[src/rtl/ro_sweep_pkg.sv]
// Shared state encoding, sizes and the mask-scan helper for the RO sweep controller.
package ro_sweep_pkg;
  localparam int N_RO   = 16;
  localparam int SEL_W  = $clog2(N_RO);
  localparam int SELP_W = SEL_W + 1;

  typedef enum logic [2:0] {IDLE, SETTLE, GATE, STORE, DONE} state_e;

  // Lowest set mask bit at or above 'from'; the MSB of the result flags a hit.
  function automatic logic [SELP_W-1:0] next_set_bit(input logic [N_RO-1:0]   mask,
                                                     input logic [SELP_W-1:0] from);
    logic [SELP_W-1:0] res;
    res = '0;
    for (int i = N_RO - 1; i >= 0; i--) begin
      if (mask[i] && (SELP_W'(i) >= from)) res = {1'b1, SEL_W'(i)};
    end
    return res;
  endfunction
endpackage

[src/rtl/ro_edge_counter.sv]
// Synchronizes the muxed RO output, detects rising edges and counts them with saturation.
// Count lags the RO edge by three cycles; no backpressure, clr_i flushes chain and count.
module ro_edge_counter #(
  parameter int CNT_W = 20
) (
  input  logic             clk_i,
  input  logic             rst_ni,
  input  logic             ro_clk_i,
  input  logic             clr_i,
  input  logic             en_i,
  output logic [CNT_W-1:0] cnt_o,
  output logic             ovf_o
);
  logic [2:0]       sync_q, sync_d;
  logic [CNT_W-1:0] cnt_q, cnt_d;
  logic             ovf_q, ovf_d;
  logic             rise;

  // sync_q[1:0] is the two-flop synchronizer, sync_q[2] the previous synced value.
  assign rise = sync_q[1] & ~sync_q[2];

  always_comb begin
    sync_d = clr_i ? 3'b000 : {sync_q[1:0], ro_clk_i};
    cnt_d  = cnt_q;
    ovf_d  = ovf_q;
    if (clr_i) begin
      cnt_d = '0;
      ovf_d = 1'b0;
    end else if (en_i && rise) begin
      if (&cnt_q) ovf_d = 1'b1;
      else        cnt_d = cnt_q + CNT_W'(1);
    end
  end

  always_ff @(posedge clk_i or negedge rst_ni) begin
    if (!rst_ni) begin
      sync_q <= '0;
      cnt_q  <= '0;
      ovf_q  <= 1'b0;
    end else begin
      sync_q <= sync_d;
      cnt_q  <= cnt_d;
      ovf_q  <= ovf_d;
    end
  end

  assign cnt_o = cnt_q;
  assign ovf_o = ovf_q;
endmodule

[src/rtl/ro_sweep_ctrl.sv]
// Steps the RO mux through every enabled oscillator, settles, gates an edge count and stores it.
// Per entry SETTLE_CYC + gate + 1 cycles; start_i ignored while busy, abort_i wins over everything.
module ro_sweep_ctrl
  import ro_sweep_pkg::*;
#(
  parameter int CNT_W      = 20,
  parameter int GATE_W     = 16,
  parameter int SETTLE_CYC = 8
) (
  input  logic              wb_clk_i,
  input  logic              wb_rst_ni,
  input  logic              start_i,
  input  logic              abort_i,
  input  logic              cont_i,
  input  logic [N_RO-1:0]   ro_mask_i,
  input  logic [4:0]        stage_cfg_i,
  input  logic [GATE_W-1:0] gate_len_i,
  input  logic              ro_clk_i,
  output logic [SEL_W-1:0]  ro_sel_o,
  output logic [4:0]        stage_sel_o,
  output logic              busy_o,
  output logic              done_o,
  input  logic [SEL_W-1:0]  rd_addr_i,
  output logic [CNT_W-1:0]  rd_data_o,
  output logic              rd_ovf_o
);
  localparam logic [GATE_W-1:0] SETTLE_LD = GATE_W'(SETTLE_CYC - 1);
  localparam logic [GATE_W-1:0] ONE       = GATE_W'(1);

  state_e            state_q, state_d;
  logic [N_RO-1:0]   mask_q, mask_d;
  logic [4:0]        stage_q, stage_d;
  logic [GATE_W-1:0] gate_q, gate_d, tmr_q, tmr_d;
  logic [SEL_W-1:0]  idx_q, idx_d;
  logic [SELP_W-1:0] first_hit, next_hit;
  logic              relatch, cnt_clr, cnt_en, do_store, cnt_ovf;
  logic [CNT_W-1:0]  cnt;
  logic [CNT_W-1:0]  res_cnt_q [N_RO];
  logic [N_RO-1:0]   res_ovf_q;
  logic [CNT_W-1:0]  rd_data_q;
  logic              rd_ovf_q;

  assign first_hit = next_set_bit(ro_mask_i, '0);
  assign next_hit  = next_set_bit(mask_q, {1'b0, idx_q} + SELP_W'(1));

  always_comb begin
    state_d = state_q;
    mask_d  = mask_q;
    stage_d = stage_q;
    gate_d  = gate_q;
    tmr_d   = tmr_q;
    idx_d   = idx_q;
    relatch = 1'b0;
    if (abort_i) begin
      state_d = IDLE;
    end else begin
      case (state_q)
        IDLE:   relatch = start_i;
        SETTLE: begin
          if (tmr_q == '0) begin
            state_d = GATE;
            tmr_d   = gate_q - ONE;
          end else begin
            tmr_d = tmr_q - ONE;
          end
        end
        GATE: begin
          if (tmr_q == '0) state_d = STORE;
          else             tmr_d   = tmr_q - ONE;
        end
        STORE: begin
          if (next_hit[SEL_W]) begin
            idx_d   = next_hit[SEL_W-1:0];
            tmr_d   = SETTLE_LD;
            state_d = SETTLE;
          end else begin
            state_d = DONE;
          end
        end
        DONE: begin
          // busy_o is already low here, so a start in this cycle is honoured too.
          relatch = cont_i | start_i;
          if (!relatch) state_d = IDLE;
        end
        default: state_d = IDLE;
      endcase
    end
    if (relatch) begin
      mask_d  = ro_mask_i;
      stage_d = stage_cfg_i;
      gate_d  = (gate_len_i == '0) ? ONE : gate_len_i;
      tmr_d   = SETTLE_LD;
      if (first_hit[SEL_W]) begin
        idx_d   = first_hit[SEL_W-1:0];
        state_d = SETTLE;
      end else begin
        state_d = DONE;
      end
    end
  end

  always_ff @(posedge wb_clk_i or negedge wb_rst_ni) begin
    if (!wb_rst_ni) begin
      state_q <= IDLE;
      mask_q  <= '0;
      stage_q <= '0;
      gate_q  <= '0;
      tmr_q   <= '0;
      idx_q   <= '0;
    end else begin
      state_q <= state_d;
      mask_q  <= mask_d;
      stage_q <= stage_d;
      gate_q  <= gate_d;
      tmr_q   <= tmr_d;
      idx_q   <= idx_d;
    end
  end

  // Flush on the first settle cycle so the chain refills from the newly selected oscillator.
  assign cnt_clr  = (state_q == SETTLE) && (tmr_q == SETTLE_LD);
  assign cnt_en   = (state_q == GATE);
  assign do_store = (state_q == STORE) && !abort_i;

  ro_edge_counter #(.CNT_W(CNT_W)) u_edge_counter (
    .clk_i    (wb_clk_i),
    .rst_ni   (wb_rst_ni),
    .ro_clk_i (ro_clk_i),
    .clr_i    (cnt_clr),
    .en_i     (cnt_en),
    .cnt_o    (cnt),
    .ovf_o    (cnt_ovf)
  );

  always_ff @(posedge wb_clk_i or negedge wb_rst_ni) begin
    if (!wb_rst_ni) begin
      for (int i = 0; i < N_RO; i++) res_cnt_q[i] <= '0;
      res_ovf_q <= '0;
      rd_data_q <= '0;
      rd_ovf_q  <= 1'b0;
    end else begin
      if (do_store) begin
        res_cnt_q[idx_q] <= cnt;
        res_ovf_q[idx_q] <= cnt_ovf;
      end
      rd_data_q <= res_cnt_q[rd_addr_i];
      rd_ovf_q  <= res_ovf_q[rd_addr_i];
    end
  end

  assign ro_sel_o    = idx_q;
  assign stage_sel_o = stage_q;
  assign busy_o      = (state_q == SETTLE) || (state_q == GATE) || (state_q == STORE);
  assign done_o      = (state_q == DONE);
  assign rd_data_o   = rd_data_q;
  assign rd_ovf_o    = rd_ovf_q;
endmodule

[config.mk]
export PLATFORM = sky130hd
export DESIGN_NAME = ro_sweep_ctrl
export DESIGN_NICKNAME = d
export VERILOG_FILES = /design/src/rtl/ro_sweep_pkg.sv /design/src/rtl/ro_edge_counter.sv /design/src/rtl/ro_sweep_ctrl.sv
export SDC_FILE = /design/constraint.sdc
export NUM_CORES = 1
export LEC_CHECK = 0
export ABC_AREA = 1
export BUFFER_PORTS_ARGS = -buffer_cell sky130_fd_sc_hd__buf_2
export CAP_MARGIN = 20
export CORE_AREA = 2 2 198 200
export CTS_BUF_LIST = sky130_fd_sc_hd__clkbuf_16
export DETAILED_ROUTE_END_ITERATION = 10
export DIE_AREA = 0 0 200 202
export PLACE_DENSITY = 0.82
export SLEW_MARGIN = 20
export SYNTH_ARGS = -nofsm -noshare
export SYNTH_HDL_FRONTEND = slang
export SYNTH_HIERARCHICAL = 1
export SYNTH_SLANG_ARGS = --single-unit
[constraint.sdc]
create_clock -name wb_clk_i -period 2.6 [get_ports wb_clk_i]
set_input_delay 0.26 -clock wb_clk_i [delete_from_list [all_inputs] [get_ports wb_clk_i]]
set_output_delay 0.26 -clock wb_clk_i [all_outputs]
set_load 0.005 [all_outputs]
==> Word level (Yosys, flattened, before mapping) <==
Index checks and enable logic that the tools add are counted.
Widths: inputs -> output; s select.
{ "word_totals": {"register_bits": 441, "output_inout_bits": 32, "input_bits": 47} }
{ "op_classes": {"n_eq_ne": 13, "n_addsub": 4, "bitwise_logic": 5, "order_cmp": 22, "reduce_logical": 35, "mux": 72} }
{ "op_table": {"columns": ["cell", "n"], "rows": [
  ["$bwmux 320", 1],
  ["$mux 5", 32],
  ["$mux 20", 6],
  ["$mux 16", 6],
  ["$bmux 20 s4", 1],
  ["$demux 20 s4", 1],
  ["$pmux 16 s3", 1],
  ["$ge 4x5->1 const A", 8],
  ["$logic_not 16->1", 2],
  ["$sub 16x1->16 const B", 2],
  ["$mux 3", 8],
  ["$logic_and 1x1->1", 21],
  ["$add 20x1->20 const B", 1],
  ["$ge 3x5->1 const A", 4],
  ["$mux 4", 5],
  ["$reduce_and 20->1", 1],
  ["$bwmux 16", 1],
  ["$eq 16x3->1 const B", 1],
  ["$pmux 3 s5", 1],
  ["$ne 4x4->1 const B", 3],
  ["$ge 1x5->1 const A", 2],
  ["$ge 2x5->1 const A", 2],
  ["$ge 5x5->1 const B", 2],
  ["$lt 4x5->1 const B", 2],
  ["23 further kinds", 37]
]} }

==> Longest topological paths before layout <==
Gate-level depths: netlist of run 1.
{ "logic_depth": {"word_depth": 24, "depth_mapped": 26, "depth_no_buf": 26} }

==> Cells and area by module <==
Netlist of run 1, hierarchy kept.
{ "by_module_without_submodules": {"columns": ["module", "instances", "seq_area_each_um2", "cells_per_inst", "area_per_inst_um2"], "rows": [
  ["ro_sweep_ctrl", 1, 10435.0, 2252, 19388.6],
  ["ro_edge_counter", 1, 600.6, 207, 1463.9]
]} }

==> Least setup slack after synthesis of run 1 <==
OpenSTA, ideal clock, no wires.
{ "synth_path": {"path_kind": "register to register", "start": "register idx_q[0] (netlist: ro_sel_o[0])", "end": "register tmr_q[15]", "arrival_time_ps": 2280, "required_ps": 2482, "period_less_slack_ps": 2398, "setup_slack_ps": 202, "path_buffers": 1, "setup_time_ps": 118, "path_stages_with_launch": 21, "cell_sequence": "dfrtp_1 inv_1 ha_1 inv_1 nor3_1 nand2_1 nand2_1 nor2_1 inv_1 nand2_1 nor2_1 nand3_1 nor2_2 nand2_2 nand2_2 inv_2 buf_6 nand2_2 a31oi_1 nand2_1 o21ai_2"} }
{ "synth_between": {"elab_chain_cells": 21, "elab_cells_between_ends": 51} }
{ "synth_lines": {"columns": ["item", "line_no", "rtl"], "rows": [
  ["from (decl)", "ro_sweep_ctrl.sv:34", "logic [SEL_W-1:0] idx_q, idx_d;"],
  ["from (signal assigned)", "ro_sweep_ctrl.sv:116", "idx_q <= idx_d;"],
  ["$add 4x1->5 (*)", "ro_sweep_ctrl.sv:44", "assign next_hit = next_set_bit(mask_q, {1'b0, idx_q} + SELP_W'(1));"],
  ["$ge 4x5->1", "ro_sweep_pkg.sv:15", "if (mask[i] && (SELP_W'(i) >= from)) res = {1'b1, SEL_W'(i)};"],
  ["$logic_and 1x1->1", "ro_sweep_pkg.sv:15", null],
  ["$mux 5 (15 in a row)", "ro_sweep_pkg.sv:15", null],
  ["$mux 5 (*)", "ro_sweep_pkg.sv:15", null],
  ["$ne 3x3->1 (no line) (*)", null, null],
  ["$reduce_and 4->1 (no line) (*)", null, null],
  ["to (signal assigned)", "ro_sweep_ctrl.sv:115", "tmr_q <= tmr_d;"],
  ["to (decl)", "ro_sweep_ctrl.sv:33", "logic [GATE_W-1:0] gate_q, gate_d, tmr_q, tmr_d;"]
]} }
Mark *: on every way between the ends. The rest lies on a longest branch, timed or not.
A chain may end at the register's enable or synchronous reset.

==> Worst setup path after layout of run 1 <==
Same ends and word-level chain as after synthesis.

==> results.txt, run 1 <==
----------------------------------------------------
[Worst setup path]
  Worst reg2reg path depth ... 18
  Setup slack on the worst flop-to-flop path ... between 150 and 200 ps
  CP Data Required Time ... about 3000 ps
  Destination of the critical timing path ... tmr_q[15]$_DFFE_PN0P_
  Worst setup path category ... register to register
  Launch point of the critical path ... ro_sel_o[0]$_DFF_PN0_
  Nature of the critical path startpoint ... register
  Critical path arrival ... 2900 ps
  Reg-to-Reg Start ... ro_sel_o[0]$_DFF_PN0_
  Worst-path maximum fanout ... 20
  Crit Reg-Reg Endpoint ... tmr_q[15]$_DFFE_PN0P_
  Type of destination of the critical path ... register

[Pwr]
  Sum of internal, switching and leakage power ... 18.3 mW
  Cell-internal power ... 12.5 mW
  Worst-case vdd ir drop ... 0.000640 V
  Cell Pwr Density ... 767 nW/um^2
  Share of power burned in the clock network ... between 30 and 40%
  Leakage Power ... 10.6 nW
  Share of total power in sequential cells ... 43.3%
  Share of total power in combinational logic ... 20.6%
  Net switching component of the power ... 5.73 mW
  Switching power share of the total ... 31.4%

[Timing]
  Final Cycle Share ... 93.5%
  Final setup vio count ... 0
  Worst setup slack after layout ... 170 ps
  Final Slew Violations ... 0
  Slew at the pin closest to its max-slew limit ... 857 ps
  Setup repair after global routing missed its margin ... true
  Slew margin rel. ... a little over two fifths
  Final-report hold violation count ... 0
  Final worst path period need ... 2430 ps
  Maximum clock rate ... 411 MHz
  Clock skew ... roughly 19 ps

[Flow run]
  Max_cap viols ... 0

[Clock network]
  Clock slew seen by the registers of the worst setup and hold paths ... 60 ps
  Total clock buffers created by CTS ... 46
  CTS tree ... done
  CTS max path bufs ... 3
  Later-pin clock latency in the skew report ... 590 ps
  Cell chosen for the clock root ... clkbuf_16
  CTS HTree Levels ... 2
  Total number of clock tree sinks ... 441

[Synthesis]
  Area fraction in compound gates after synthesis ... between 10% and 20%
  Adder-cell area share of the yosys netlist ... 0.540%
  Cell type with the highest aggregate area in the netlist ... dfrtp_1
  Synthesized area per cell ... 8.48 sq um
  Number of synthesized register bits ... 441
  Synthesized Nets ... about 2.5k
  Xor and xnor fraction of the mapped netlist area ... 0.588%
  Netlist area before placement ... 20900 sq um
  Part of the Yosys area used for sequential elements ... a little over half
  Multiplexer area fraction after synthesis ... 4.08%
  Area contributors post-synth ... dfrtp_1 (53%), o21ai_0 (12%), nand2_1 (11%), mux2i_1 (4.1%), inv_1 (3.5%)
  Combinational family with the most area after synthesis ... compound AO/OA/AOI/OAI gates
  Number of distinct library cells after synthesis ... 43
  Warnings, synthesis ... 6
  Share of the synthesized area in the top cell type ... 52.9%
  Synthesized-area fraction occupied by and/or/nand/nor cells ... 15.8%
  Synth Instances ... 2459

[Placement]
  Dpl ws ... -65.9 ps
  Dpl cell area ... between 20000 and 25000 sq um
  Placed cell count ... slightly below 3k
  Half-perimeter wire length after detailed placement ... 31800 microns
  Routability Congestion ... 0.899
  Buffers added on ports ... 78

[Global routing]
  Largest net degree at the start of global routing ... 85
  Via count of the first global-routing pass ... 17.7k
  Global-route wire length before repair ... around 90000 microns
  Remaining Overflow, GRT ... 0
  GRT Overall Usage ... 28.1%
  Met2 global-route usage ... between 40% and 50%
  Number of antenna violations at the first check in global routing ... 1
  Busiest layer in global routing ... met2
  Met1 Use GR ... a little over a third
  Met3 Use GR ... 5.59%

[Routing]
  Remaining antenna violation count after routing ... 0
  Via count ... 17.9k
  Total wire length ... about 55000 microns
  Drt pass-1 iters ... 6
  Average detailed-routed wire length per instance ... 18.0 microns
  DR DRC count ... 0
  Ratio of routed vias to standard cells ... 5.85
  Violation count after the first detailed-route iteration ... 1739

[Finish]
  Final std cell area, no fill ... 23800 sq um
  Area overhead of the layout relative to synthesis ... 14.2%
  Fin util ... 62.2%
  Total number of nets in the final design ... 2570
  Ratio of cells with drive above 1 in the final layout ... 10.4%
  Antenna cell count ... 0
  Count of non-filler cells in the finished layout ... slightly above 3k

[Floorplanning]
  Die area ... slightly above 40000 sq um
  Core footprint ... ~38000 sq um
  Die height ... 202 microns
  Width of the die ... 200 microns
  Top-level port count ... 79
  Effective utilization at floorplan ... 54.5%
  Num rows ... a little over 70

[Worst hold path]
  Number of instances on the worst hold path ... 3
  Tightest Hold Check Type ... input port to register

[Status]
  Status ... finished clean

----------------------------------------------------
## area by class of cell
type | instances | area (sq um)
fill | 3111 | 14500
clock buffer | 47 | 1180
timing repair buffer | 171 | 1360
inverter | 201 | 757
sequential | 441 | 11000
multi-input combinational | 1653 | 8510
clock inverter | 37 | 319
tap | 518 | 648
## worst max-delay path: stages, from the launching register on
cell and delay [ps]:
dfrtp_2 430, buf_4 160, ha_1 220, buf_4 170, o21bai_1 150, nand2_1 70, nand3_1 80, nand2_2 80
nand2_2 70, nor2_2 120, nand2_2 80, nor2_4 160, nand2_2 60, nand2_2 90, inv_4 90, nand2_2 90
a31oi_1 50, nand2_1 80, o21ai_2 50
## cell families after synthesis
family	after synthesis
buffers and inverters	365
AOI/OAI and AO/OA	741
and+or+nand+nor	804
muxes	85
DFF	441
xor gates and xnor gates	14
adders and majority gates	9
## worst min path at each step
stage                 start                  endpoint
2_1_floorplan     wb_rst_ni     gate_q[0]$_DFFE_PN0P_
3_3_place_gp      wb_rst_ni  res_cnt_q[8]$_DFFE_PN0P_
3_5_place_dp      wb_rst_ni  res_cnt_q[8]$_DFFE_PN0P_
4_1_cts        ro_mask_i[8]     mask_q[8]$_DFFE_PN0P_
5_1_grt        ro_mask_i[8]     mask_q[8]$_DFFE_PN0P_
6_report       ro_mask_i[8]     mask_q[8]$_DFFE_PN0P_
## synth_stat cells, drive strengths merged
cell type  instances
a22oi              1
a221oi             1
nand3             80
nand4             11
xnor2              3
o21ai            522
xor2              11
o2111ai            3
o31ai              2
o211ai            90
a21oi            106
ha                 9
a31oi              3
nand3b             1
nor2              84
o22ai              1
a311oi             6
nor3              14
buf               35
o41ai              1
nor4b              1
clkbuf           129
a32o               1
dfrtp            441
o21bai             4
mux2i             85
inv              201
nand2            606
nor4               7
## cell usage in the layout (no fill, tap or decap), types with 2 or more instances in the layout
| cell type | Yosys | final |
|---|---|---|
| buf_12 | 0 | 13 |
| buf_4 | 0 | 45 |
| dfrtp_2 | 0 | 4 |
| buf_2 | 9 | 76 |
| nor4_1 | 6 | 6 |
| dfrtp_1 | 441 | 437 |
| mux2i_1 | 85 | 85 |
| nand4_1 | 11 | 11 |
| clkinv_1 | 0 | 10 |
| clkbuf_16 | 0 | 47 |
| nor2_4 | 4 | 5 |
| o31ai_1 | 2 | 2 |
| clkinv_2 | 0 | 7 |
| o2111ai_1 | 3 | 3 |
| a311oi_1 | 6 | 6 |
| o21ai_0 | 502 | 502 |
| o211ai_1 | 90 | 90 |
| a31oi_1 | 3 | 3 |
| nand2_1 | 591 | 589 |
| xnor2_1 | 3 | 3 |
| ha_1 | 9 | 8 |
| inv_1 | 196 | 203 |
| xor2_1 | 11 | 11 |
| nor2_1 | 75 | 70 |
| nand3_1 | 79 | 64 |
| inv_2 | 5 | 5 |
| a21oi_1 | 106 | 106 |
| nand3_2 | 1 | 16 |
| clkinvlp_4 | 0 | 5 |
| dlygate4sd3_1 | 0 | 35 |
| nand2_2 | 14 | 16 |
| bufinv_16 | 0 | 5 |
| nor3_1 | 12 | 10 |
| o21bai_1 | 4 | 4 |
| nor3_2 | 1 | 3 |
| o21ai_1 | 19 | 19 |
| nor2_2 | 5 | 9 |
## metal layers
| layer | vias up | share of wire (%) |
|---|---|---|
| met2 | 733 | 49 |
| li1 | 8334 | - |
| met3 | 166 | 7.6 |
| met4 | 2 | 3.4 |
| met1 | 8711 | 40 |
| met5 | - | 0.024 |
## power by group through the flow
stage | sequential [mW] | combinational [mW] | clock, mW
finish | 7.92 | 3.77 | 6.58
global route | 7.99 | 4.29 | 6.91
CTS | 7.88 | 3.70 | 6.62
detailed placement | 8.00 | 3.61 | 0
global placement | 7.98 | 3.53 | 0
floorplan | 7.87 | 2.49 | 0
## repair_timing
action | CTS | global route
hold buffers | 35 | 0
pin swaps | 0 | 4
buffers inserted | 0 | 2
endpoints found under the hold margin | 108 | 0
setup endpoints to repair | 3 | 30
gates resized for setup | 3 | 15
## state kept, by name, indices dropped and copies added (netlist names)
name / flops
u_edge_counter/cnt_o: 20
tmr_q: 16
state_q: 3
res_ovf_q: 16
ro_sel_o: 4
rd_ovf_o: 1
stage_sel_o: 5
u_edge_counter/ovf_o: 1
rd_data_o: 20
res_cnt_q: 320
mask_q: 16
u_edge_counter/sync_q: 3
gate_q: 16
## stage by stage
step / setup TNS (ps) / hold slack, ps
CTS: 0 / 2.75
floorplan: 0 / -35.6
global placement: 0 / 311
finish: 0 / 31.8
global route: -93.7 / 26.5
detailed placement: -88.2 / 310
Power figures use the tool's default switching activity.
==> run 2, diff against run 1 <==
- CORE_AREA: 2 2 198 200 -> 2 2 232 234
- DIE_AREA: 0 0 200 202 -> 0 0 234 236
- PLACE_DENSITY: 0.82 -> 0.65
==> run 2 against run 1 <==
Compared with the run above:
- die area grew 37%
- clock skew grew 6.1 ps
- non-clock buffer count grew 2
- maximum frequency grew 2.9%
- largest cell class unchanged
- critical path depth shrank 7
- critical endpoint is now u_edge_counter/cnt_o[9]$_DFFE_PN0P_
- power shrank 1.9%
- largest power group unchanged
- hold slack gained 23 ps
- core utilization shrank 17 points
- sequential power is essentially flat
==> results.txt, run 2 (same netlist as run 1, synthesis figures left out) <==
----------------------------------------------------
[Finish]
  Antenna cell count ... 0
  Most flop-heavy register ... res_cnt_q
  Sequential Area ... 11000 sq um
  Count of non-filler cells in the finished layout ... 3252
  Largest register FFs ... 320
  Area overhead of the layout relative to synthesis ... 14.8%
  Fill cells ... 5116
  Fin util ... 45.1%
  Total number of nets in the final design ... roughly 2.6k
  Ratio of cells with drive above 1 in the final layout ... 10.2%
  Most frequent standard cell in the layout excluding fill and tap cells ... nand2_1
  Highest-count cells in the layout ignoring fill and taps ... nand2_1 (590), o21ai_0 (501), dfrtp_1 (438)
  Final std cell area, no fill ... 23900 sq um
  Total area of multi-input combinational cells ... approximately 8500 sq um

[Floorplanning]
  Core footprint ... 53100 sq um
  Width of the die ... 234 microns
  Num rows ... 85
  Effective utilization at floorplan ... 39.3%
  Die area ... roughly 55000 sq um
  Die height ... between 200 and 250 microns
  Top-level port count ... 79

[Worst setup path]
  Nature of the critical path startpoint ... register
  Library cell contributing the largest single delay on the critical path ... dfrtp_1
  Crit Reg-Reg Endpoint ... u_edge_counter/cnt_o[9]$_DFFE_PN0P_
  Family with the most delay on the worst path ... simple AND/OR/NAND/NOR gates
  Cell chain of the critical path ... nor2_1, nand2_1, inv_1, nand4_1, nor4_2, buf_4, inv_1, nand2_1, nand2_4, nand2_1, o21ai_1
  Type of destination of the critical path ... register
  Slowest stage delay, CP ... roughly 420 ps
  Worst-path maximum fanout ... 34
  Number of buffers and inverters on the critical path ... 3
  Setup slack on the worst flop-to-flop path ... approximately 240 ps
  Instance count on the critical path ... 11
  Worst reg2reg path depth ... 11
  Reg-to-Reg Start ... tmr_q[11]$_DFFE_PN0P_
  Cell repeated most along the worst path ... nand2_1
  Worst setup path category ... register to register
  CP Data Required Time ... 3060 ps
  Critical path arrival ... around 2800 ps

[Placement]
  Placed cell count ... 3128
  Buffers added on ports ... 78
  Dpl cell area ... 22100 sq um
  Routability Congestion ... 0.830
  Dpl ws ... -15.8 ps
  Half-perimeter wire length after detailed placement ... ~33000 microns

[Timing]
  Slew at the pin closest to its max-slew limit ... 640 ps
  Clock skew ... approximately 25 ps
  Worst setup slack after layout ... roughly 240 ps
  Final Cycle Share ... about nine tenths
  Maximum clock rate ... 423 MHz
  Final setup vio count ... 0
  Final worst path period need ... 2360 ps
  Setup TNS after final layout ... 0 ps
  Final-report hold violation count ... 0
  Slew margin rel. ... 57.4%
  Setup repair after global routing missed its margin ... true
  Final Slew Violations ... 0
  Final hold slack ... 54.4 ps

[Pwr]
  Sum of internal, switching and leakage power ... 17.9 mW
  Cell Pwr Density ... 749 nW/um^2
  Leakage Power ... about 11 nW
  Worst-case vdd ir drop ... 0.000538 V

[Clock network]
  CTS tree ... done
  CTS max path bufs ... 3
  Total number of clock tree sinks ... between 400 and 500
  CTS HTree Levels ... 2
  Clock slew seen by the registers of the worst setup and hold paths ... 60 ps
  Total clock buffers created by CTS ... 48
  Cell chosen for the clock root ... clkbuf_16
  Later-pin clock latency in the skew report ... 600 ps

[Routing]
  Drt pass-1 iters ... 6
  Remaining antenna violation count after routing ... 0
  Violation count after the first detailed-route iteration ... 1488
  Ratio of routed vias to standard cells ... 5.32
  Average detailed-routed wire length per instance ... 17.2 microns
  DR DRC count ... 0
  Total wire length ... 56000 microns
  Via count ... 17.3k

[Worst hold path]
  Worst hold start ... ro_mask_i[15]
  Worst Hold End ... mask_q[15]$_DFFE_PN0P_
  Number of instances on the worst hold path ... 3
  Tightest Hold Check Type ... input port to register

[Global routing]
  Via count of the first global-routing pass ... roughly 17k
  Number of antenna violations at the first check in global routing ... 0
  GRT Overall Usage ... 20.7%
  Global-route wire length before repair ... 91500 microns
  Largest net degree at the start of global routing ... 92
  Remaining Overflow, GRT ... 0

[Flow run]
  Max_cap viols ... 0

[Status]
  Status ... finished clean

----------------------------------------------------
## run 2: cell count changes in the layout (fill, tap and decap cells not counted), sizes merged
cell and delta:
bufinv -4, clkinv -3, buf +2, inv +14
clkinvlp -5, clkbuf +2
## run 2: final cells by class
class,count,share of cell area [%]
Inverter,201,3.17
Sequential cell,441,46.1
Timing Repair Buffer,173,5.52
Multi-Input combinational cell,1653,35.6
Clock inverter,39,0.821
Clock buffer,49,5.12
Tap cell,696,3.64
## run 2: what timing repair did
action,CTS,global route
pin swaps,0,3
endpoints found under the setup margin,1,38
hold endpoints to repair,84,0
gates resized for setup,1,18
setup buffers,0,1
hold buffers,35,0
## run 2: metal layers
metal | GRT usage [%] | share of wire, % | up-vias
met5 | 0 | 0 | -
met4 | 5.33 | 2.1 | 0
met3 | 3.23 | 4.7 | 85
met2 | 34.6 | 49 | 414
met1 | 28.0 | 45 | 8478
li1 | - | - | 8313
## run 2: worst max path at each step
stage / start / end / slack [ps]
floorplan: ro_sel_o[0]$_DFF_PN0_ / tmr_q[15]$_DFFE_PN0P_ / 200
global placement: ro_sel_o[0]$_DFF_PN0_ / tmr_q[15]$_DFFE_PN0P_ / -30
detailed placement: ro_sel_o[0]$_DFF_PN0_ / tmr_q[15]$_DFFE_PN0P_ / -20
CTS: ro_sel_o[0]$_DFF_PN0_ / tmr_q[15]$_DFFE_PN0P_ / 7
global route: ro_sel_o[0]$_DFF_PN0_ / tmr_q[15]$_DFFE_PN0P_ / -40
finish: tmr_q[11]$_DFFE_PN0P_ / u_edge_counter/cnt_o[9]$_DFFE_PN0P_ / 240
## run 2: worst reg2reg max path, stage by stage (launching register included)
cell and delay [ps]:
dfrtp_1 420, nor2_1 270, nand2_1 140, inv_1 90, nand4_1 130, nor4_2 240, buf_4 210, inv_1 160
nand2_1 160, nand2_4 200, nand2_1 150, o21ai_1 80
## run 2: power breakdown
group / internal [mW] / switching [mW] / total, mW
registers: 7.43 / 0.490 / 7.92
clock network: 3.49 / 2.77 / 6.26
logic: 1.31 / 2.43 / 3.74
